==> config.mk <==
export PLATFORM = sky130hd
export DESIGN_NAME = id_ex_stage
export DESIGN_NICKNAME = d
export VERILOG_FILES = /design/src/rtl/id_ex_stage.sv
export SDC_FILE = /design/constraint.sdc
export NUM_CORES = 1
export LEC_CHECK = 0
export ABC_AREA = 0
export BUFFER_PORTS_ARGS = -buffer_cell sky130_fd_sc_hd__buf_4
export CAP_MARGIN = 20
export CORE_AREA = 2 2 160 162
export CTS_CLUSTER_DIAMETER = 200
export DETAILED_ROUTE_END_ITERATION = 10
export DIE_AREA = 0 0 162 164
export GPL_TIMING_DRIVEN = 0
export MAX_ROUTING_LAYER = met4
export PLACE_DENSITY = 0.67
export RECOVER_POWER = 25
export SKIP_LAST_GASP = 1
export SLEW_MARGIN = 15
export SYNTH_ARGS = -nofsm -noshare
export SYNTH_HDL_FRONTEND = slang
export SYNTH_SLANG_ARGS = --single-unit
==> constraint.sdc <==
create_clock -name clk -period 4.56 [get_ports clk]
set_input_delay 0.456 -clock clk [delete_from_list [all_inputs] [get_ports clk]]
set_output_delay 0.456 -clock clk [all_outputs]
set_load 0.005 [all_outputs]
==> src/rtl/id_ex_stage.sv <==
// ID/EX pipeline register for the RV32I core, with the EX-stage front end.
// Holds the decoded instruction and applies stall and flush to it.
// Forwards operands from MEM and WB and builds the ALU A/B operands.
// Raises load_use when decode needs the result of a load that is still in EX.
module id_ex_stage #(
    parameter int XLEN  = 32,
    parameter int RADDR = 5
) (
    input  logic             clk,
    input  logic             rst,
    input  logic             stall,
    input  logic             flush,
    input  logic             d_valid,
    input  logic [XLEN-1:0]  d_pc,
    input  logic [XLEN-1:0]  d_rs1_data,
    input  logic [XLEN-1:0]  d_rs2_data,
    input  logic [XLEN-1:0]  d_imm,
    input  logic [RADDR-1:0] d_rs1,
    input  logic [RADDR-1:0] d_rs2,
    input  logic [RADDR-1:0] d_rd,
    input  logic [2:0]       d_alu_ctrl,
    input  logic             d_a_src,
    input  logic             d_b_src,
    input  logic             d_reg_write,
    input  logic             d_mem_write,
    input  logic             d_mem_read,
    input  logic             d_branch,
    input  logic             d_jump,
    input  logic [RADDR-1:0] mem_rd,
    input  logic             mem_reg_write,
    input  logic [XLEN-1:0]  mem_alu_res,
    input  logic [RADDR-1:0] wb_rd,
    input  logic             wb_reg_write,
    input  logic [XLEN-1:0]  wb_result,
    output logic [XLEN-1:0]  alu_a,
    output logic [XLEN-1:0]  alu_b,
    output logic [2:0]       alu_ctrl,
    output logic [XLEN-1:0]  store_data,
    output logic [XLEN-1:0]  ex_pc,
    output logic [XLEN-1:0]  ex_imm,
    output logic [RADDR-1:0] ex_rd,
    output logic             ex_valid,
    output logic             ex_reg_write,
    output logic             ex_mem_write,
    output logic             ex_mem_read,
    output logic             ex_branch,
    output logic             ex_jump,
    output logic             load_use
);

    // One record holds the whole pipeline register, so a bubble is just all zeros.
    typedef struct packed {
        logic             valid;
        logic [XLEN-1:0]  pc;
        logic [XLEN-1:0]  rs1_data;
        logic [XLEN-1:0]  rs2_data;
        logic [XLEN-1:0]  imm;
        logic [RADDR-1:0] rs1;
        logic [RADDR-1:0] rs2;
        logic [RADDR-1:0] rd;
        logic [2:0]       alu_ctrl;
        logic             a_src;
        logic             b_src;
        logic             reg_write;
        logic             mem_write;
        logic             mem_read;
        logic             branch;
        logic             jump;
    } idex_t;

    idex_t ex_q, ex_d;
    idex_t dec_s;
    logic [XLEN-1:0] fwd_a_s, fwd_b_s;

    // Pick the newest value of a source register.  MEM is newer than WB.
    // x0 is never forwarded, because its register-file value is already 0.
    function automatic logic [XLEN-1:0] fwd_sel(
        input logic [RADDR-1:0] rs,
        input logic [XLEN-1:0]  reg_val,
        input logic [RADDR-1:0] m_rd,
        input logic             m_we,
        input logic [XLEN-1:0]  m_val,
        input logic [RADDR-1:0] w_rd,
        input logic             w_we,
        input logic [XLEN-1:0]  w_val
    );
        logic [XLEN-1:0] r;
        if (m_we && (m_rd != {RADDR{1'b0}}) && (m_rd == rs)) begin
            r = m_val;
        end else if (w_we && (w_rd != {RADDR{1'b0}}) && (w_rd == rs)) begin
            r = w_val;
        end else begin
            r = reg_val;
        end
        return r;
    endfunction

    // Pack the decode inputs into the pipeline-register record.
    always_comb begin
        dec_s           = '0;
        dec_s.valid     = d_valid;
        dec_s.pc        = d_pc;
        dec_s.rs1_data  = d_rs1_data;
        dec_s.rs2_data  = d_rs2_data;
        dec_s.imm       = d_imm;
        dec_s.rs1       = d_rs1;
        dec_s.rs2       = d_rs2;
        dec_s.rd        = d_rd;
        dec_s.alu_ctrl  = d_alu_ctrl;
        dec_s.a_src     = d_a_src;
        dec_s.b_src     = d_b_src;
        dec_s.reg_write = d_reg_write;
        dec_s.mem_write = d_mem_write;
        dec_s.mem_read  = d_mem_read;
        dec_s.branch    = d_branch;
        dec_s.jump      = d_jump;
    end

    // Next state of the pipeline register.  Flush beats stall, and stall beats capture.
    always_comb begin
        ex_d = ex_q;
        if (flush) begin
            ex_d = '0;
        end else if (stall) begin
            ex_d = ex_q;
        end else begin
            ex_d = dec_s;
        end
    end

    // Pipeline register.  An asynchronous reset leaves a bubble in the stage.
    always_ff @(posedge clk or posedge rst) begin
        if (rst) begin
            ex_q <= '0;
        end else begin
            ex_q <= ex_d;
        end
    end

    // Forward the operands and select the ALU inputs.  All paths are full width.
    always_comb begin
        fwd_a_s = fwd_sel(ex_q.rs1, ex_q.rs1_data, mem_rd, mem_reg_write, mem_alu_res,
                          wb_rd, wb_reg_write, wb_result);
        fwd_b_s = fwd_sel(ex_q.rs2, ex_q.rs2_data, mem_rd, mem_reg_write, mem_alu_res,
                          wb_rd, wb_reg_write, wb_result);
        if (ex_q.a_src) begin
            alu_a = ex_q.pc;
        end else begin
            alu_a = fwd_a_s;
        end
        if (ex_q.b_src) begin
            alu_b = ex_q.imm;
        end else begin
            alu_b = fwd_b_s;
        end
        store_data = fwd_b_s;
    end

    // Load-use hazard: decode reads the destination of a load that is still in EX.
    always_comb begin
        load_use = ex_q.mem_read && (ex_q.rd != {RADDR{1'b0}}) && d_valid &&
                   ((ex_q.rd == d_rs1) || (ex_q.rd == d_rs2));
    end

    assign alu_ctrl     = ex_q.alu_ctrl;
    assign ex_pc        = ex_q.pc;
    assign ex_imm       = ex_q.imm;
    assign ex_rd        = ex_q.rd;
    assign ex_valid     = ex_q.valid;
    assign ex_reg_write = ex_q.reg_write;
    assign ex_mem_write = ex_q.mem_write;
    assign ex_mem_read  = ex_q.mem_read;
    assign ex_branch    = ex_q.branch;
    assign ex_jump      = ex_q.jump;

endmodule

==> key figures, run 1 <==
Outcome
  • Outcome: finished, violations left
  • Violations in the final reports: capacitance limit, slew limit

Worst setup path
  • Worst Path Buf+Inv: 2
  • Max FO, Critical Path: 10
  • Cell mode on critical path: buf_4
  • CP Cell Sequence: xnor2_1, nand4_2, buf_4, a221oi_2, o31ai_1, buf_4
  • CP Class: flip-flop to primary output
  • Worst path max stage delay: 0.74 ns
  • CP required: slightly above 4 ns
  • CP max-delay cell: xnor2_1
  • Data arrival, critical path: 3.09 ns
  • Worst setup EP type: primary output
  • Largest delay share family, worst path: XOR/XNOR gates
  • Worst Setup Start Kind: flip-flop

Logic synthesis
  • Post-synth top cells: 253 x nor2_1, 154 x dfrtp_1, 154 x mux2i_1, 76 x buf_4, 65 x nand2_1
  • Count leader, synth: nor2_1
  • Synth area leader: dfrtp_1
  • Ranking of synthesized cells by area: dfrtp_1 40%, mux2i_1 16%, nor2_1 9.9%
  • Post-synthesis sequential area ratio: roughly two fifths
  • Ys flop type: dfrtp_1
  • Post-synth top area share: about two fifths
  • Post-synth cell types: 31
  • Post-Syn Instances: between 1000 and 1500
  • Yosys reg bits: between 150 and 200
  • Post-synth EDFFs: 0
  • Fraction of registers with async set/reset: 100%
  • Syn nets: 1293
  • Syn Std Cell Area: about 9600 um2
  • Syn avg cell area: a little over 9 um2
  • Synth Warn #: 0

Floorplanning
  • Core area: ~25000 um2
  • Initial core utilization: 38.7%
  • Die W: 162 um
  • Io pins: around 410
  • Die extent in y: about 160 um
  • Row count: 58
  • Die footprint: approximately 27000 um2

Route
  • Drt drc: 0
  • Vias/cell: 5.08
  • Final WL: 38800 um
  • Remaining antenna violation count after routing: 0
  • 1st-pass router iterations: 5
  • Wire per inst: 21.2 um
  • Vias: between 9000 and 10000
  • DRT iter0 DRCs: 650

Power and ir drop
  • Power density cells: between 200 and 300 nW/um2
  • Maximum vdd ir drop: 0.000217 V
  • Total power: between 3 and 4 mW
  • Leakage: 7.12 nW

STA
  • Final Max Tran Viols: 64
  • Total negative setup slack: 0 ns
  • Worst-Margin Slew: a little over 2 ns
  • Setup repair after global routing missed its margin: no
  • F_max: approximately 280 MHz
  • Setup Viol. Count Final: 0
  • Slew headroom: -34.6%
  • Setup Skew: 0 ns
  • Period utilisation layout: between 70% and 80%
  • Worst hold slack: roughly 0.27 ns
  • Final Hold Viols: 0
  • Min Tclk post-route: 3.55 ns

Clock tree
  • CTS clk-pin slew, worst paths: about 0.080 ns
  • Htree depth: 4
  • CTS Buf Count: 17
  • CTS Hold Buffers Added: 0
  • CTS tree: done
  • Clock sinks: roughly 150
  • Max clock buf depth: 2
  • Cts repair resizes: 0
  • CTS root buf: clkbuf_16
  • Setup Fix Bufs, Post-CTS: 0
  • Clk_lat worst skew: 0.42 ns

Min path
  • Hold Crit Class: primary input to flip-flop

Placement
  • GPL Wtd Cong: roughly 0.90
  • HPWL after detailed placement: between 30000 and 40000 um
  • Port bufs: 406

Flow run
  • Max Cap Viol: 2

Global routing
  • Vias in the first global route: approximately 9400
  • Largest net degree at the start of global routing: 35
  • GRT Util Overall: just under 30%
  • GRT overflow: 0
  • Initial antenna violation count: 0
  • First-pass GRT wire length: approximately 57000 um

Layout
  • Area delta synth->final: 42.6%
  • Layout cells sized above 1: 38.2%
  • Post-layout nets: around 1700
  • Diodes inserted: 0
## state kept, by name, indices dropped and copies added (netlist names)
register and flops:
ex_jump 1, ex_q 76, ex_reg_write 1, ex_mem_write 1, ex_rd 5, ex_valid 1, ex_pc 32, alu_ctrl 3
ex_mem_read 1, ex_branch 1, ex_imm 32
## power breakdown
group | leakage [nW] | internal (mW) | total, mW | switching (mW)
registers | 2.04 | 1.44 | 1.51 | 0.0702
clock network | 0.285 | 0.821 | 1.48 | 0.659
logic | 4.79 | 0.493 | 0.930 | 0.437
## cell type report
type,instances,area (um2)
Clock buffer,17,425
Clock inverter,14,160
Sequential cell,154,3850
Tap cell,330,413
Multi-Input combinational cell,715,4700
Buffer,157,940
Inverter,33,125
Fill cell,2374,11100
Timing Repair Buffer,410,3100
## worst paths after layout
path / depth (start not counted) / end / startpoint / slack (ns)
worst min register to register: 2 / ex_q[112] / ex_q[112] / 0.53
worst max-delay path: 6 / alu_b[19] / ex_q[15] / 1.01
max in group asynchronous: 3 / ex_q[67] / rst / 1.87
min in group asynchronous: 2 / ex_rd[4] / rst / 0.28
worst max register to register: 4 / ex_q[5] / ex_q[5] / 2.53
worst min-delay path: 3 / ex_branch / d_branch / 0.27
## worst min-delay path, delay by kind of cell
| family | cells | cell delay (ns) |
|---|---|---|
| buffers and inverters | 1 | 0.07 |
| and+or+nand+nor | 1 | 0.08 |
| muxes | 1 | 0.05 |
## layer usage
metal / share of wire, % / global-route usage [%] / wire [um]
met1: 42 / 37.4 / 16500
met2: 48 / 47.2 / 18500
met3: 7.1 / 6.41 / 2740
met4: 2.7 / 9.13 / 1050
met5: 0 / - / 0
## cell usage in the layout (no fill, tap or decap), types with 30 or more instances in the layout
cell type    n
buf_4      481
nor2_1     253
mux2i_1    154
dfrtp_1    154
nand2_1     65
o31ai_1     64
clkbuf_1    54
nor3_1      35
and3_1      32
inv_1       32
a211oi_1    32
a221oi_2    30
## cell families after synthesis
| logic type | count (synthesis) | synth area share [%] |
|---|---|---|
| AOI/OAI and AO/OA | 134 | 12.9 |
| xor gates and xnor gates | 29 | 2.64 |
| buffers and inverters | 190 | 11.1 |
| DFF | 154 | 40.1 |
| muxes | 154 | 16.0 |
| and+or+nand+nor | 398 | 17.3 |
## through the flow
| step | worst slack [ns] | area, um2 | cells | utilization (%) |
|---|---|---|---|---|
| detailed placement | 1.28 | 13200 | 1799 | 53.0 |
| finish | 1.01 | 13700 | 1830 | 55.2 |
| global placement | 0.992 | 13100 | 1795 | 52.7 |
| floorplan | 2.16 | 9620 | 1059 | - |
| global route | 0.855 | 13700 | 1830 | 55.2 |
| CTS | 1.00 | 13700 | 1830 | 55.4 |
(Power assumes the default switching activity.)
==> inputs of run 2 (changes only) <==
==> constraint.sdc (replaced) <==
create_clock -name clk -period 3.05 [get_ports clk]
set_input_delay 0.305 -clock clk [delete_from_list [all_inputs] [get_ports clk]]
set_output_delay 0.305 -clock clk [all_outputs]
set_load 0.005 [all_outputs]
==> key figures, run 2 (synthesized netlist as in run 1, its figures left out) <==
Power and ir drop
  • P_sw: 1.75 mW (+50%)
  • Sequential share of power: 38.6% (about the same)
  • Total power: 5.87 mW (+50%)
  • Int Pwr: 4.12 mW (+50%)
  • Sw Share: 29.8% (about the same)
  • Clk pwr share: 37.7% (about the same)
  • Power density cells: 426 nW/um2 (+49%)
  • Combinational fraction of design power: 23.7% (about the same)
  • Leakage: 7.13 nW (+0.20%)
  • Maximum vdd ir drop: 0.000326 V (+50%)

Worst setup path
  • CP Class: flip-flop to primary output
  • Data arrival, critical path: 2.67 ns (-0.42 ns)
  • Max FO, Critical Path: 10 (unchanged)
  • Worst Setup Start Kind: flip-flop
  • CP required: 2.74 ns (-1.36 ns)
  • Worst setup EP type: primary output

Layout
  • Max reg flops: 76 (unchanged)
  • Final core utilization: 55.4% (+0.22 points)
  • Post-Layout Cell Count: 1832 (+0.11%)
  • Most frequent cells in the layout: 450 x buf_4, 251 x nor2_1, 154 x mux2i_1, 154 x dfrtp_1, 65 x nand2_1
  • Top reg by flops: ex_q
  • Area delta synth->final: 43.2%
  • Layout cells sized above 1: 38.8% (+0.61 points)
  • Post-layout nets: 1724 (+0.12%)
  • Diodes inserted: 0 (unchanged)
  • Commonest non-fill, non-tap cell in the layout: buf_4

Outcome
  • Outcome: finished, final reports clean

STA
  • Worst hold slack: 0.116 ns (-0.151 ns)
  • F_max: around 340 MHz
  • Final Max Tran Viols: 0 (-100%)
  • Period utilisation layout: between 90 and 100%
  • Final Hold Viols: 0 (unchanged)
  • Setup Skew: 0 ns (unchanged)
  • Setup Viol. Count Final: 0 (unchanged)
  • Slew headroom: 17.5% (+52 points)
  • Worst-Margin Slew: 1.23 ns (-0.789 ns)
  • Post-route setup slack: 0.0702 ns (-0.942 ns)
  • Min Tclk post-route: between 2 and 3 ns

Clock tree
  • Clk_lat worst skew: 0.42 ns (about the same)
  • CTS root buf: clkbuf_16
  • Clock sinks: 154 (unchanged)
  • CTS clk-pin slew, worst paths: 0.08 ns (about the same)
  • Max clock buf depth: 2 (unchanged)
  • CTS Buf Count: 17 (unchanged)
  • CTS tree: done
  • Htree depth: 4 (unchanged)

Placement
  • HPWL after detailed placement: 30600 um (unchanged)
  • Post-place setup slack: 0.0745 ns (-1.21 ns)
  • Placed cells: 1799 (unchanged)
  • GPL Wtd Cong: 0.904 (unchanged)
  • Port bufs: 406 (unchanged)

Floorplanning
  • Die extent in y: 164 um (unchanged)
  • Die footprint: 26600 um2 (unchanged)
  • Io pins: 409 (unchanged)
  • Row count: 58 (unchanged)
  • Core area: 24800 um2 (unchanged)
  • Die W: 162 um (unchanged)
  • Initial core utilization: 38.7% (unchanged)

Global routing
  • GRT overflow: 0 (unchanged)
  • Largest net degree at the start of global routing: 35 (unchanged)
  • Vias in the first global route: 9430 (+0.032%)
  • First-pass GRT wire length: 56800 um (about the same)
  • Initial antenna violation count: 0 (unchanged)
  • GRT Util Overall: 29.4% (about the same)

Route
  • Vias/cell: 5.08 (about the same)
  • Drt drc: 0 (unchanged)
  • Highest routed layer: met4
  • Met2 WL post-DR: 18600 um (+0.29%)
  • Wire per inst: 21.1 um (-0.25%)
  • Vias: 9310 (+0.13%)
  • Routed wl met3: 2630 um (-3.9%)
  • 1st-pass router iterations: 5 (unchanged)
  • Final WL: 38700 um (-0.14%)
  • DRT iter0 DRCs: 647 (-0.46%)
  • Met1 wire length: 16500 um (about the same)
  • Remaining antenna violation count after routing: 0 (unchanged)

Min path
  • Hold Crit Class: primary input to flip-flop

Flow run
  • Max Cap Viol: 0 (-2)
run 2: changes by cell type in the layout (fill, tap and decap cells not counted), sizes merged:
cell and delta:
clkbuf +33, dlygate4sd3 +1, buf -32
run 2: power by group through the flow:
stage	registers (mW)	clock network [mW]	logic [mW]
floorplan	2.26	0	0.669
global placement	2.30	0	1.37
detailed placement	2.30	0	1.40
CTS	2.26	2.23	1.41
global route	2.28	2.32	1.50
finish	2.26	2.21	1.39
run 2: repair_timing:
item,4_1_cts,5_1_grt
setup buffers,0,2
hold buffers,1,0
endpoints found under the setup margin,71,53
hold endpoints to repair,25,0
gates cloned,0,0
pin swaps,0,1
gates resized for setup,5,3
run 2: worst max-delay path, cell delays in order, from the launching register on:
cell and delay, ns:
dfrtp_1 0.44, xor2_1 0.18, nor3_1 0.33, and2_1 0.19
buf_2 0.24, buf_6 0.22, a221oi_2 0.10, o31ai_1 0.35
buf_4 0.18
run 2: worst paths after layout:
| path | start | to | slack, ns | depth (start not counted) |
|---|---|---|---|---|
| worst max-delay path | ex_q[18] | alu_b[26] | 0.07 | 8 |
| worst min-delay path | d_branch | ex_branch | 0.12 | 3 |
| worst max register to register | ex_q[5] | ex_q[5] | 1.32 | 3 |
| worst min register to register | ex_q[93] | ex_q[93] | 0.53 | 2 |
| max in group asynchronous | rst | ex_q[101] | 0.76 | 5 |
| min in group asynchronous | rst | ex_rd[4] | 0.68 | 3 |
run 2: through the flow:
step,cell area (um2),setup TNS [ns]
2_1_floorplan,9620,0
3_3_place_gp,13100,-53.81
3_5_place_dp,13200,0
4_1_cts,13800,-0.0423
5_1_grt,13800,-0.0819
6_report,13800,0
run 2: cell type report:
cell class | instances | area (um2)
buffer | 156 | 940
clock buffer | 17 | 425
clock inverter | 14 | 160
fill | 2365 | 11100
inverter | 33 | 125
multi-input combinational | 715 | 4730
sequential | 154 | 3850
tap | 330 | 413
timing repair buffer | 413 | 3120
run 2: metal layers:
metal,GRT usage (%),up-vias
met3,6.41,61
met5,-,-
met4,9.13,0
li1,-,4435
met2,47.3,369
met1,37.4,4445
